<file path="config.mk">
export PLATFORM = sky130hd
export DESIGN_NAME = ivl_uvm_ovl_mclk_gen
export DESIGN_NICKNAME = d
export VERILOG_FILES = /design/src/rtl/ivl_uvm_ovl_mclk_gen.sv
export SDC_FILE = /design/constraint.sdc
export NUM_CORES = 1
export LEC_CHECK = 0
export CAP_MARGIN = 40
export CORE_MARGIN = 1
export CORE_UTILIZATION = 29
export CTS_CLUSTER_DIAMETER = 40
export CTS_CLUSTER_SIZE = 12
export DETAILED_ROUTE_END_ITERATION = 10
export GPL_TIMING_DRIVEN = 0
export PLACE_DENSITY = 0.49
export SYNTH_ARGS = -nofsm -noshare
export SYNTH_HDL_FRONTEND = slang
export SYNTH_SLANG_ARGS = --single-unit
</file>
<file path="constraint.sdc">
create_clock -name clk -period 7.05 [get_ports clk]
set_clock_uncertainty 0.05 [all_clocks]
set_input_delay 1.41 -clock clk [delete_from_list [all_inputs] [get_ports clk]]
set_output_delay 1.41 -clock clk [all_outputs]
set_load 0.02 [all_outputs]
</file>
<file path="src/rtl/ivl_uvm_ovl_mclk_gen.sv">
// Multi-channel divided-clock pattern generator. Each channel runs a period/high-time
// counter whose configuration is shadowed and only applied at a period boundary.
module ivl_uvm_ovl_mclk_gen #(
  parameter int NUM_CH = 4,
  parameter int CNT_W  = 16,
  parameter int CH_W   = (NUM_CH > 1) ? $clog2(NUM_CH) : 1
) (
  input  logic              clk,
  input  logic              rst,
  input  logic              cfg_wr,
  input  logic [CH_W-1:0]   cfg_ch,
  input  logic [CNT_W-1:0]  cfg_div,
  input  logic [CNT_W-1:0]  cfg_high,
  input  logic              cfg_en,
  input  logic              sync_all,
  output logic [NUM_CH-1:0] clk_out,
  output logic [NUM_CH-1:0] tick,
  output logic [NUM_CH-1:0] active,
  output logic [NUM_CH-1:0] cfg_pend,
  output logic              cfg_err
);

  logic [CNT_W-1:0]  s_div_q  [NUM_CH];
  logic [CNT_W-1:0]  s_high_q [NUM_CH];
  logic [CNT_W-1:0]  w_div_q  [NUM_CH];
  logic [CNT_W-1:0]  w_high_q [NUM_CH];
  logic [CNT_W-1:0]  cnt_q    [NUM_CH];
  logic [NUM_CH-1:0] s_en_q, active_q, pend_q, clk_out_q, tick_q;
  logic              err_q;

  logic [CNT_W-1:0]  s_div_d  [NUM_CH];
  logic [CNT_W-1:0]  s_high_d [NUM_CH];
  logic [CNT_W-1:0]  w_div_d  [NUM_CH];
  logic [CNT_W-1:0]  w_high_d [NUM_CH];
  logic [CNT_W-1:0]  cnt_d    [NUM_CH];
  logic [NUM_CH-1:0] s_en_d, active_d, pend_d, clk_out_d, tick_d;
  logic              err_d;

  logic wr_ok;
  logic hit;
  logic at_bnd;

  // A write is legal only if it names an existing channel and describes a
  // waveform with at least one high and one low cycle.
  assign wr_ok = cfg_wr
              && (32'(cfg_ch) < NUM_CH)
              && (cfg_div >= CNT_W'(2))
              && (cfg_high != '0)
              && (cfg_high < cfg_div);

  always_comb begin
    // NOTE: every combinational output gets a default first, so no path through
    // the loop can leave a signal unassigned and infer a latch.
    s_div_d   = s_div_q;
    s_high_d  = s_high_q;
    s_en_d    = s_en_q;
    w_div_d   = w_div_q;
    w_high_d  = w_high_q;
    cnt_d     = cnt_q;
    active_d  = active_q;
    pend_d    = pend_q;
    clk_out_d = '0;
    tick_d    = '0;
    err_d     = cfg_wr && !wr_ok;
    hit       = 1'b0;
    at_bnd    = 1'b0;

    for (int i = 0; i < NUM_CH; i++) begin
      // NOTE: blocking assignments here let later lines see the updated shadow
      // values in the same cycle, which is what gives write-through at a boundary.
      hit = wr_ok && (32'(cfg_ch) == i);
      if (hit) begin
        s_div_d[i]  = cfg_div;
        s_high_d[i] = cfg_high;
        s_en_d[i]   = cfg_en;
        pend_d[i]   = 1'b1;
      end

      at_bnd = !active_q[i] || (cnt_q[i] == w_div_q[i] - CNT_W'(1));

      if (sync_all || at_bnd) begin
        cnt_d[i] = '0;
        if (pend_d[i]) begin
          w_div_d[i]  = s_div_d[i];
          w_high_d[i] = s_high_d[i];
          active_d[i] = s_en_d[i];
          pend_d[i]   = 1'b0;
        end
      end else begin
        cnt_d[i] = cnt_q[i] + CNT_W'(1);
      end

      // Outputs are derived from next state and registered alongside it.
      clk_out_d[i] = active_d[i] && (cnt_d[i] < w_high_d[i]);
      tick_d[i]    = active_d[i] && (cnt_d[i] == '0);
    end
  end

  always_ff @(posedge clk) begin
    if (rst) begin
      // NOTE: the per-channel register arrays are reset too; they are small and a
      // defined post-reset configuration keeps idle channels predictable.
      for (int i = 0; i < NUM_CH; i++) begin
        s_div_q[i]  <= CNT_W'(2);
        s_high_q[i] <= CNT_W'(1);
        w_div_q[i]  <= CNT_W'(2);
        w_high_q[i] <= CNT_W'(1);
        cnt_q[i]    <= '0;
      end
      s_en_q    <= '0;
      active_q  <= '0;
      pend_q    <= '0;
      clk_out_q <= '0;
      tick_q    <= '0;
      err_q     <= 1'b0;
    end else begin
      s_div_q   <= s_div_d;
      s_high_q  <= s_high_d;
      s_en_q    <= s_en_d;
      w_div_q   <= w_div_d;
      w_high_q  <= w_high_d;
      cnt_q     <= cnt_d;
      active_q  <= active_d;
      pend_q    <= pend_d;
      clk_out_q <= clk_out_d;
      tick_q    <= tick_d;
      err_q     <= err_d;
    end
  end

  assign clk_out  = clk_out_q;
  assign tick     = tick_q;
  assign active   = active_q;
  assign cfg_pend = pend_q;
  assign cfg_err  = err_q;

endmodule
</file>
Word level (Yosys, flattened, before mapping)
Cells that the tools add are included.

word-level totals
  register bits after elaboration = 341
  input bits = 39
  output and inout port bits = 17
  word-level logic and storage cells = 129

cells by class
  add/sub/neg operators = 8
  order comparisons = 6
  equal/unequal tests = 7
  muxes and demuxes = 36
  reductions and logical operators = 43

operators with widths
  operator                 number
  $mux W16                 20
  $lt A16 B16 Y1           5
  $add A16 B1 Y16 const B  4
  $eq A16 B16 Y1           4
  $logic_not A16 Y1        4
  $sub A16 B1 Y16 const B  4
  $ge A16 B2 Y1 const B    1
  $logic_and A1 B1 Y1      16
  $mux W1                  16
  $reduce_bool A16 Y1      1
  $logic_or A1 B1 Y1       8
  $reduce_and A2 Y1        4
  $reduce_or A2 Y1         4
  $logic_not A1 Y1         5
  $eq A2 B2 Y1 const B     2
  $eq A2 B1 Y1 const B     1
  $logic_not A2 Y1         1

Longest topological paths before layout
Gate-level depths: netlist (run 1).

  depth in word-level cells = 10
  depth in mapped cells = 23
  depth with buffers taken out = 20

Worst setup path before layout (run 1)
Ideal clock, no wire load.

  kind = input -> register
  from = in cfg_div[13]
  to = reg clk_out_q[1], in the netlist clk_out[1]
  setup time = 0.059 ns
  data arrival time = 5.348 ns
  required time = 6.941 ns
  path slack = 1.593 ns
  cell stages on the path = 23
  path buffers = 3
  path through = inv_1 ha_1 a21o_1 a21oi_1 o211ai_1 or4b_1 clkbuf_1 or4b_1 buf_2 buf_1 nand2_1 nand2_1 mux2i_1 ha_1 a21o_1 a21o_1 a21o_1 a21oi_1 nor2b_1 o21ai_0 nand2b_1 a221oi_1 o311a_1

on the way
  word-level cells in the longest chain between the ends = 10
  elaborated cells between the ends (all ways) = 15
  classes of those cells = 3 x order compare; 7 x mux; 5 x reduce/logical

RTL lines
  element                                     RTL line  text
  start, declared                             12        input logic [CNT_W-1:0] cfg_div,
  $ge A16 B2 Y1                               47        && (cfg_div >= CNT_W'(2))
  $logic_and A1 B1 Y1                         47
  $logic_and A1 B1 Y1                         48        && (cfg_high != '0)
  $logic_and A1 B1 Y1 (*)                     49        && (cfg_high < cfg_div);
  $logic_and A1 B1 Y1 (*)                     71        hit = wr_ok && (32'(cfg_ch) == i);
  $mux W16 / $mux W1 (equally long branches)  72        if (hit) begin
  $mux W16                                    83        if (pend_d[i]) begin
  $mux W16                                    81        if (sync_all || at_bnd) begin
  $lt A16 B16 Y1                              94        clk_out_d[i] = active_d[i] && (cnt_d[i] < w_high_d[i]);
  $logic_and A1 B1 Y1 (*)                     94
  end signal, assigned                        125       clk_out_q <= clk_out_d;
  end, declared                               28        logic [NUM_CH-1:0] s_en_q, active_q, pend_q, clk_out_q, tick_q;

Every way passes the cells marked *; elsewhere a longest branch is shown, timed or not.
A chain may end at the register's enable or synchronous reset.

Final worst setup path (run 1)
  from = in cfg_div[6]
  to = reg clk_out_q[1], in the netlist clk_out[1]

Same word-level chain as after synthesis.

==> impl_metrics.env, run 1 <==
export IMPL_synth_area_top_cells="dfxtp_1, nor2_1, mux2i_1"
export IMPL_ff_latch_area_um2=6827
export IMPL_cts_path_max_buffers=3
export IMPL_grt_first_pass_wirelength_um=79660
export IMPL_grt_use_total_pct=16.97
export IMPL_drt_iter0_drc=666
export IMPL_n_antenna_cell=0
export IMPL_regToRegSetupSlack_ps=1850
export IMPL_hold_viol=0
export IMPL_cts_resized=0
export IMPL_multi_input_area_um2=9784
export IMPL_hold_path_endpoint="s_en_q[1]"
export IMPL_p_comb_share_pct=9.1
export IMPL_drc_errors=0
export IMPL_async_reset_ff_share_pct=0
export IMPL_power_switching_w=0.001345
export IMPL_criticalPathCategory="in2reg"
export IMPL_min_period_ps=6650
export IMPL_p_clk_share_pct=50.5
export IMPL_tightestPinTransition_ps=955.7
export IMPL_leakagePower_nw=7.985
export IMPL_p_int_w=0.003645
export IMPL_syn_inst=1920
export IMPL_hold_start="s_en_q[1]"
export IMPL_min_path_type="reg2reg"
export IMPL_dp_hpwl_um=38770
export IMPL_port_buffers=53
export IMPL_place_congestion=0.8662
export IMPL_status="finished clean"
export IMPL_rows=89
export IMPL_yosysTopAreaCellShare_pct=39.34
export IMPL_synth_fp_nets=2042
export IMPL_syn_cell_area_um2=17350
export IMPL_area_growth_syn_to_layout_pct=18.54
export IMPL_die_h_um=246.6
export IMPL_reg2reg_to="clk_out[2]"
export IMPL_cp_slowest_cell="clkdlybuf4s50_1"
export IMPL_antenna_found_initial=0
export IMPL_clk_pin_slew_worst_paths_ps=60
export IMPL_ant_nets=0
export IMPL_grt_max_degree=14
export IMPL_setup_viol=0
export IMPL_power_density_nw_per_um2=242.6
export IMPL_die_x_um=246.6
export IMPL_clk_latency_ps=600
export IMPL_synth_area_per_cell_um2=9.039
export IMPL_slew_headroom_pct=35.70
export IMPL_max_freq_mhz=150.4
export IMPL_routed_wl_um=51400
export IMPL_worstPathMaxFanout=10
export IMPL_grt_overflow=0
export IMPL_startpoint="cfg_div[6]"
export IMPL_core_area_um2=59020
export IMPL_wl_per_cell_um=18.09
export IMPL_layout_nets=2150
export IMPL_cts_hold_buffers=0
export IMPL_start_util_pct=29.40
export IMPL_p_sw_share_pct=26.96
export IMPL_synth_edff_count=0
export IMPL_vias=13820
export IMPL_path_cells="clkdlybuf4s50_1 -> inv_1 -> ha_1 -> a21o_1 -> a211o_1 -> o31ai_1 -> nor4b_4 -> clkbuf_1 -> nand2_1 -> nand2_1 -> mux2i_1 -> ha_1 -> a21o_1 -> a21o_1 -> a21o_1 -> a21oi_1 -> nor2b_1 -> o21ai_0 -> nand2b_1 -> a221oi_1 -> o311a_1"
export IMPL_ir_worst_vdd_mv=0.1638
export IMPL_end_kind="flip-flop"
export IMPL_r2r_start="w_div_q[16]"
export IMPL_cpMostUsedCell="a21o_1"
export IMPL_yosysSeqAreaShare_pct=39.34
export IMPL_cts_num_sinks=341
export IMPL_r2r_cells=22
export IMPL_cap_viol_max_count=0
export IMPL_ys_ff_latch=341
export IMPL_fin_area_um2=20570
export IMPL_root_buffer="clkbuf_16"
export IMPL_dp_cells=2748
export IMPL_layout_commonest_cell="nor2_1"
export IMPL_cts_buffers=51
export IMPL_cts_tree="built"
export IMPL_slew_viol_final=0
export IMPL_viasPerCell=4.863
export IMPL_crit_required_ps=7530
export IMPL_nFillCells=6112
export IMPL_setup_ws_ps=400.2
export IMPL_preCtsSetupSlack_ps=-176.7
export IMPL_start_kind="input port"
export IMPL_rsz0062_at_grt="false"
export IMPL_final_cells=2842
export IMPL_timing_hold_ws_ps=415.3
export IMPL_slowest_delay_ps=860
export IMPL_synth_distinct_cells=79
export IMPL_first_global_vias=13710
export IMPL_seqPwrFrac_pct=40.4
export IMPL_layout_drive_gt1_share_pct=12.08
export IMPL_final_cell_mix="nor2_1, dfxtp_1, mux2i_1, nand2_1, ha_1"
export IMPL_post_dp_cell_area_um2=18880
export IMPL_cts_htree_levels=2
export IMPL_power_w=0.004990
export IMPL_synth_largest_area_cell="dfxtp_1"
export IMPL_period_share_pct=94.32
export IMPL_ioPinCount=56
export IMPL_hold_depth=2
export IMPL_yosys_warnings=0
export IMPL_arrival_ps=7130
export IMPL_die_area_um2=60820
export IMPL_cts_setup_buffers=0
export IMPL_synth_ff_type="dfxtp_1"
export IMPL_dr_pass1_iters=5
==> cell families after synthesis <==
family | count (synthesis) | synth area share, %
xor+xnor | 135 | 6.893
fa+ha+maj | 83 | 5.984
mux | 178 | 10.67
simple gates | 782 | 21.95
compound gates | 249 | 10.89
buf+inv | 152 | 4.283
flops | 341 | 39.34
==> layer usage <==
metal,routed length [µm],global-route usage [%],share of wire [%]
met1,23910,22.26,47
met4,1503,5.719,2.9
met2,23790,28.20,46
met3,2200,2.582,4.3
met5,0,0,0
==> per-stage QoR <==
step	setup TNS (ps)	util, %
finish	0	34.86
floorplan	0	-
global placement	-222.4	31.94
CTS	0	34.86
detailed placement	-311.5	31.99
global route	0	34.86
==> final cells by class <==
class	instances	area share, %
clock buffers	58	6.575
multi-input cells	1427	47.56
repair buffers	55	2.725
inverters	40	0.7298
plain buffers	112	2.883
clock inverters	36	1.642
well taps	773	4.701
flip-flops and latches	341	33.18
==> worst max-delay path, delay by kind of cell <==
kind | cells | cell delay, ps
compound gates | 10 | 2430
fa+ha+maj | 2 | 650
buf+inv | 3 | 1410
mux | 1 | 100
simple gates | 5 | 1120
==> power groups by stage <==
stage | sequential (W) | combinational [W] | clock [W]
finish | 0.00202 | 0.000453 | 0.00252
global route | 0.00202 | 0.000496 | 0.00266
CTS | 0.00202 | 0.000456 | 0.00257
detailed placement | 0.00206 | 0.000453 | 0
global placement | 0.00206 | 0.000445 | 0
floorplan | 0.00205 | 0.000294 | 0
==> synthesized netlist by cell type, drive strengths merged, types with 21 or more instances <==
| library cell | n |
|---|---|
| nand2 | 102 |
| nor2 | 369 |
| and3 | 21 |
| o21ai | 34 |
| and2 | 67 |
| inv | 40 |
| a21o | 25 |
| a21oi | 49 |
| buf | 55 |
| mux2 | 56 |
| nand4 | 43 |
| a211oi | 65 |
| xnor2 | 62 |
| clkbuf | 57 |
| xor2 | 72 |
| mux2i | 122 |
| nand3 | 48 |
| nor4 | 24 |
| dfxtp | 341 |
| ha | 83 |
| nor3 | 34 |
==> sequential cells by signal, indices dropped and copies added, names as in the netlist <==
name	flops
active	4
clk_out	4
w_high_q	64
cfg_err	1
s_en_q	4
s_high_q	64
tick	4
cfg_pend	4
s_div_q	64
cnt_q	64
w_div_q	64
==> how the worst max path moves through the flow <==
stage / cells past startpoint / to / slack (ps)
after global routing: 21 / clk_out[1] / 100
final: 21 / clk_out[1] / 400
after CTS: 21 / clk_out[0] / 420
after floorplan: 23 / clk_out[1] / 1590
after global placement: 21 / clk_out[0] / -160
after detailed placement: 21 / clk_out[0] / -180
Note: power is estimated with default switching activity, not from simulation.
==> run 2: changes to the inputs <==
--- a/config.mk
+++ b/config.mk
@@ -12,7 +12,7 @@
 export CTS_CLUSTER_SIZE = 12
 export DETAILED_ROUTE_END_ITERATION = 10
 export GPL_TIMING_DRIVEN = 0
-export PLACE_DENSITY = 0.49
+export PLACE_DENSITY = 0.5
 export SYNTH_ARGS = -nofsm -noshare
 export SYNTH_HDL_FRONTEND = slang
 export SYNTH_SLANG_ARGS = --single-unit
==> constraint.sdc (replaced) <==
create_clock -name clk -period 5.9 [get_ports clk]
set_clock_uncertainty 0.05 [all_clocks]
set_input_delay 1.18 -clock clk [delete_from_list [all_inputs] [get_ports clk]]
set_output_delay 1.18 -clock clk [all_outputs]
set_load 0.02 [all_outputs]
==> impl_metrics.env, run 2 (synthesis gave the netlist of run 1 again) <==
export IMPL_nFillCells=6018
export IMPL_p_clk_share_pct=53.8
export IMPL_power_density_nw_per_um2=305.4
export IMPL_p_comb_share_pct=8.4
export IMPL_p_sw_share_pct=27.28
export IMPL_r2r_cells=22
export IMPL_worstPathMaxFanout=10
export IMPL_power_w=0.006377
export IMPL_die_h_um=246.6
export IMPL_cts_path_max_buffers=3
export IMPL_place_congestion=0.8484
export IMPL_cts_num_sinks=341
export IMPL_start_kind="input port"
export IMPL_drt_iter0_drc=699
export IMPL_multi_input_area_um2=9789
export IMPL_dp_hpwl_um=38390
export IMPL_min_period_ps=5705
export IMPL_period_share_pct=96.69
export IMPL_viasPerCell=4.878
export IMPL_ir_worst_vdd_mv=0.2309
export IMPL_leakagePower_nw=8.183
export IMPL_cts_htree_levels=2
export IMPL_setup_tns_ps=0
export IMPL_setup_ws_ps=195.3
export IMPL_post_dp_cell_area_um2=18880
export IMPL_setup_viol=0
export IMPL_cts_hold_buffers=0
export IMPL_p_int_w=0.004638
export IMPL_cp_slowest_cell="dlygate4sd2_1"
export IMPL_cts_tree="built"
export IMPL_hold_depth=2
export IMPL_worstPathBufferInverterCount=3
export IMPL_grt_max_degree=18
export IMPL_final_cells=2858
export IMPL_min_path_type="reg2reg"
export IMPL_wl_per_cell_um=17.84
export IMPL_grt_first_pass_wirelength_um=80010
export IMPL_arrival_ps=6170
export IMPL_slowest_delay_ps=590
export IMPL_routed_wl_um=51000
export IMPL_status="finished clean"
export IMPL_die_area_um2=60820
export IMPL_drc_errors=0
export IMPL_clk_latency_ps=630
export IMPL_port_buffers=53
export IMPL_max_freq_mhz=175.3
export IMPL_antenna_found_initial=0
export IMPL_slew_headroom_pct=41.98
export IMPL_cap_viol_max_count=0
export IMPL_grt_use_total_pct=16.99
export IMPL_layout_nets=2159
export IMPL_area_growth_syn_to_layout_pct=20.32
export IMPL_clk_pin_slew_worst_paths_ps=60
export IMPL_rows=89
export IMPL_cpMostUsedCell="a21o_1"
export IMPL_cpLargestDelayFamily="compound AO/OA/AOI/OAI gates"
export IMPL_cts_buffers=58
export IMPL_rsz0062_at_grt="false"
export IMPL_ff_latch_area_um2=6827
export IMPL_crit_required_ps=6360
export IMPL_fin_area_um2=20880
export IMPL_slew_viol_final=0
export IMPL_start_util_pct=29.40
export IMPL_layout_commonest_cell="nor2_1"
export IMPL_layout_drive_gt1_share_pct=13.09
export IMPL_criticalPathCategory="in2reg"
export IMPL_die_x_um=246.6
export IMPL_path_cells="dlygate4sd2_1 -> ha_1 -> a21o_1 -> a211o_1 -> o31ai_2 -> nor4b_1 -> buf_4 -> clkbuf_4 -> mux2_2 -> mux2i_1 -> ha_1 -> a21o_1 -> a21o_1 -> a21o_1 -> a21o_1 -> a21oi_1 -> nor2b_1 -> o21ai_0 -> nand3_1 -> a31oi_1"
export IMPL_tightestPinTransition_ps=862.3
export IMPL_hold_viol=0
export IMPL_preCtsSetupSlack_ps=-1084
export IMPL_n_antenna_cell=0
export IMPL_core_area_um2=59020
export IMPL_root_buffer="clkbuf_16"
export IMPL_ioPinCount=56
export IMPL_grt_overflow=0
export IMPL_dp_cells=2748
export IMPL_final_cell_mix="nor2_1, dfxtp_1, mux2i_1, nand2_1, ha_1"
export IMPL_cp_depth=20
export IMPL_power_switching_w=0.001740
export IMPL_dr_pass1_iters=5
export IMPL_end_kind="flip-flop"
export IMPL_ant_nets=0
export IMPL_first_global_vias=13850
export IMPL_seqPwrFrac_pct=37.8
export IMPL_vias=13940
run 2: what timing repair did:
action / in CTS / in global routing
gates cloned: 0 / 0
setup buffers: 0 / 2
pin swaps: 0 / 0
setup endpoints to repair: 4 / 3
gates resized for setup: 25 / 17
run 2: metal layers:
metal	global-route usage [%]	part of all wire, %	up-vias
li1	-	-	6962
met3	2.789	4.1	105
met2	28.14	47	250
met4	5.501	2.8	0
met5	0	0	-
met1	22.30	47	6624
run 2: area by class of cell:
cell class                      instances  share of cell area, %
Inverter                               40                 0.7191
Multi-Input combinational cell       1427                  46.88
Clock buffer                           62                  7.071
Tap cell                              773                  4.632
Buffer                                112                  2.864
Sequential cell                       341                  32.69
Clock inverter                         46                  2.511
Timing Repair Buffer                   57                  2.625
run 2: tightest hold or removal path, delay by kind of cell, from the launching register on:
family             cells  cell delay, ps
DFF                    1             310
and+or+nand+nor        1              50
AOI/OAI and AO/OA      1              50
run 2: power by group through the flow:
stage	Clock (W)	Sequential (W)	Combinational [W]
after detailed placement	0	0.00246	0.000540
after CTS	0.00349	0.00241	0.000540
after global placement	0	0.00246	0.000530
after global routing	0.00360	0.00242	0.000589
after floorplan	0	0.00245	0.000351
final	0.00343	0.00241	0.000538
run 2: stage by stage:
step / utilization [%] / hold slack, ps
5_1_grt: 35.38 / 433.2
6_report: 35.38 / 416.3
4_1_cts: 35.36 / 416.1
2_1_floorplan: - / 371.2
3_3_place_gp: 31.94 / 388.6
3_5_place_dp: 31.99 / 402.5
run 2: worst paths after layout:
kind / from / endpoint / slack [ps]
max reg2reg: w_div_q[16] / clk_out[2] / 620
min: s_en_q[1] / s_en_q[1] / 420
min reg2reg: s_en_q[1] / s_en_q[1] / 420
max: cfg_high[6] / clk_out[0] / 200
==> run 3: changes to the inputs <==
--- a/config.mk
+++ b/config.mk
@@ -11,8 +11,8 @@
 export CTS_CLUSTER_DIAMETER = 40
 export CTS_CLUSTER_SIZE = 12
 export DETAILED_ROUTE_END_ITERATION = 10
-export GPL_TIMING_DRIVEN = 0
 export PLACE_DENSITY = 0.5
+export RECOVER_POWER = 100
 export SYNTH_ARGS = -nofsm -noshare
 export SYNTH_HDL_FRONTEND = slang
 export SYNTH_SLANG_ARGS = --single-unit
==> impl_metrics.env, run 3 (synthesis gave the netlist of run 1 again) <==
export IMPL_dr_pass1_iters=5
export IMPL_antenna_found_initial=1
export IMPL_ioPinCount=56
export IMPL_first_global_vias=13730
export IMPL_final_cell_mix="nor2_1, dfxtp_1, mux2i_1, nand2_1, ha_1"
export IMPL_n_antenna_cell=0
export IMPL_final_cells=2841
export IMPL_drt_iter0_drc=822
export IMPL_criticalPathCategory="in2reg"
export IMPL_busiest_layer="met2"
export IMPL_cts_setup_buffers=0
export IMPL_setup_tns_ps=0
export IMPL_grt_overflow=0
export IMPL_leakagePower_nw=8.450
export IMPL_cts_tree="built"
export IMPL_grt_use_total_pct=16.94
export IMPL_startpoint="cfg_div[13]"
export IMPL_status="finished, violations left"
export IMPL_hold_viol=0
export IMPL_clk_pin_slew_worst_paths_ps=50
export IMPL_path_cells="clkdlybuf4s50_1 -> inv_1 -> ha_1 -> a21o_1 -> a21oi_1 -> o211ai_1 -> or4b_1 -> and4bb_2 -> mux2_2 -> mux2i_1 -> ha_1 -> a21o_1 -> a21o_1 -> a21o_1 -> a21o_1 -> a21oi_1 -> nor2b_1 -> o21ai_0 -> nand4b_1 -> a31oi_1"
export IMPL_cts_buffers=68
export IMPL_arrival_ps=6000
export IMPL_layout_drive_gt1_share_pct=13.01
export IMPL_slowest_delay_ps=610
export IMPL_die_x_um=246.6
export IMPL_grtUsageMet1_pct=21.84
export IMPL_cts_resized=0
export IMPL_reg2reg_to="clk_out[1]"
export IMPL_nFillCells=5992
export IMPL_period_share_pct=94.42
export IMPL_cts_num_sinks=341
export IMPL_power_w=0.007157
export IMPL_regToRegSetupSlack_ps=470
export IMPL_root_buffer="clkbuf_16"
export IMPL_port_buffers=55
export IMPL_grt_max_degree=64
export IMPL_core_area_um2=59020
export IMPL_end_kind="flip-flop"
export IMPL_power_density_nw_per_um2=335.7
export IMPL_crit_required_ps=6330
export IMPL_start_kind="input port"
export IMPL_cts_path_max_buffers=3
export IMPL_cap_viol_max_count=1
export IMPL_violations="max-capacitance violations, max-slew violations"
export IMPL_start_util_pct=29.40
export IMPL_max_freq_mhz=179.5
export IMPL_r2r_cells=20
export IMPL_dp_hpwl_um=37350
export IMPL_multi_input_area_um2=9741
export IMPL_worstPathMaxFanout=5
export IMPL_min_path_type="reg2reg"
export IMPL_rows=89
export IMPL_cts_htree_levels=3
export IMPL_use_met3_pct=2.832
export IMPL_clk_latency_ps=580
export IMPL_cpMostUsedCell="a21o_1"
export IMPL_area_growth_syn_to_layout_pct=22.85
export IMPL_ir_worst_vdd_mv=0.1721
export IMPL_wl_per_cell_um=17.79
export IMPL_routed_wl_um=50540
export IMPL_ff_latch_area_um2=6827
export IMPL_layout_nets=2139
export IMPL_slew_headroom_pct=-0.4914
export IMPL_drc_errors=0
export IMPL_place_congestion=0.8605
export IMPL_vias=13940
export IMPL_die_area_um2=60820
export IMPL_cp_slowest_cell="clkdlybuf4s50_1"
export IMPL_viasPerCell=4.905
export IMPL_fin_util_pct=36.12
export IMPL_grt_use_met2_pct=27.53
export IMPL_r2r_start="w_div_q[32]"
export IMPL_timing_critical_path_to="clk_out[2]"
export IMPL_dp_cells=2719
export IMPL_ant_nets=0
export IMPL_rsz0062_at_grt="false"
export IMPL_slew_viol_final=36
export IMPL_min_period_ps=5571
export IMPL_layout_commonest_cell="nor2_1"
export IMPL_tightestPinTransition_ps=1507
export IMPL_grt_first_pass_wirelength_um=79670
export IMPL_die_h_um=246.6
export IMPL_cts_hold_buffers=0
export IMPL_setup_viol=0
## run 3: where the power goes
group | total (W) | leakage (nW) | internal (W) | switching [W]
logic | 0.000543 | 4.48 | 0.000225 | 0.000318
clock network | 0.00420 | 1.21 | 0.00287 | 0.00133
registers | 0.00242 | 2.76 | 0.00237 | 0.0000499
total | 0.00716 | 8.45 | 0.00546 | 0.00170
## run 3: critical path: cells and delay by family
| kind | cells | cell delay, ps |
|---|---|---|
| compound gates | 10 | 1710 |
| fa+ha+maj | 2 | 620 |
| buf+inv | 2 | 720 |
| mux | 2 | 600 |
| simple gates | 4 | 1150 |
## run 3: cell type report
type | count | share of cell area, %
multi-input cells | 1427 | 45.69
flip-flops and latches | 341 | 32.02
clock buffers | 81 | 8.697
repair buffers | 139 | 5.446
well taps | 773 | 4.536
clock inverters | 40 | 2.911
inverters | 40 | 0.7042
## run 3: how the worst min path moves through the flow
| stage | from | end | depth (start not counted) |
|---|---|---|---|
| final | s_div_q[1] | s_div_q[1] | 2 |
| after global routing | s_div_q[1] | s_div_q[1] | 2 |
| after CTS | s_div_q[1] | s_div_q[1] | 2 |
| after detailed placement | s_div_q[1] | s_div_q[1] | 2 |
| after global placement | s_div_q[1] | s_div_q[1] | 2 |
| after floorplan | s_div_q[1] | s_div_q[1] | 2 |
## run 3: layer usage
layer  routed length [µm]  vias up
met5                    0        -
met4                 1886        0
met3                 1699      108
met1                23610     6660
li1                     -     6902
met2                23350      266
## run 3: stage by stage
step	hold WS, ps	instance area, µm²	setup WS [ps]
2_1_floorplan	371.2	17350	672.9
4_1_cts	407.2	21440	365.5
5_1_grt	438.4	21320	24.24
3_5_place_dp	394.2	18960	-215.2
6_report	406.3	21320	329.4
3_3_place_gp	390.3	18960	-151.6
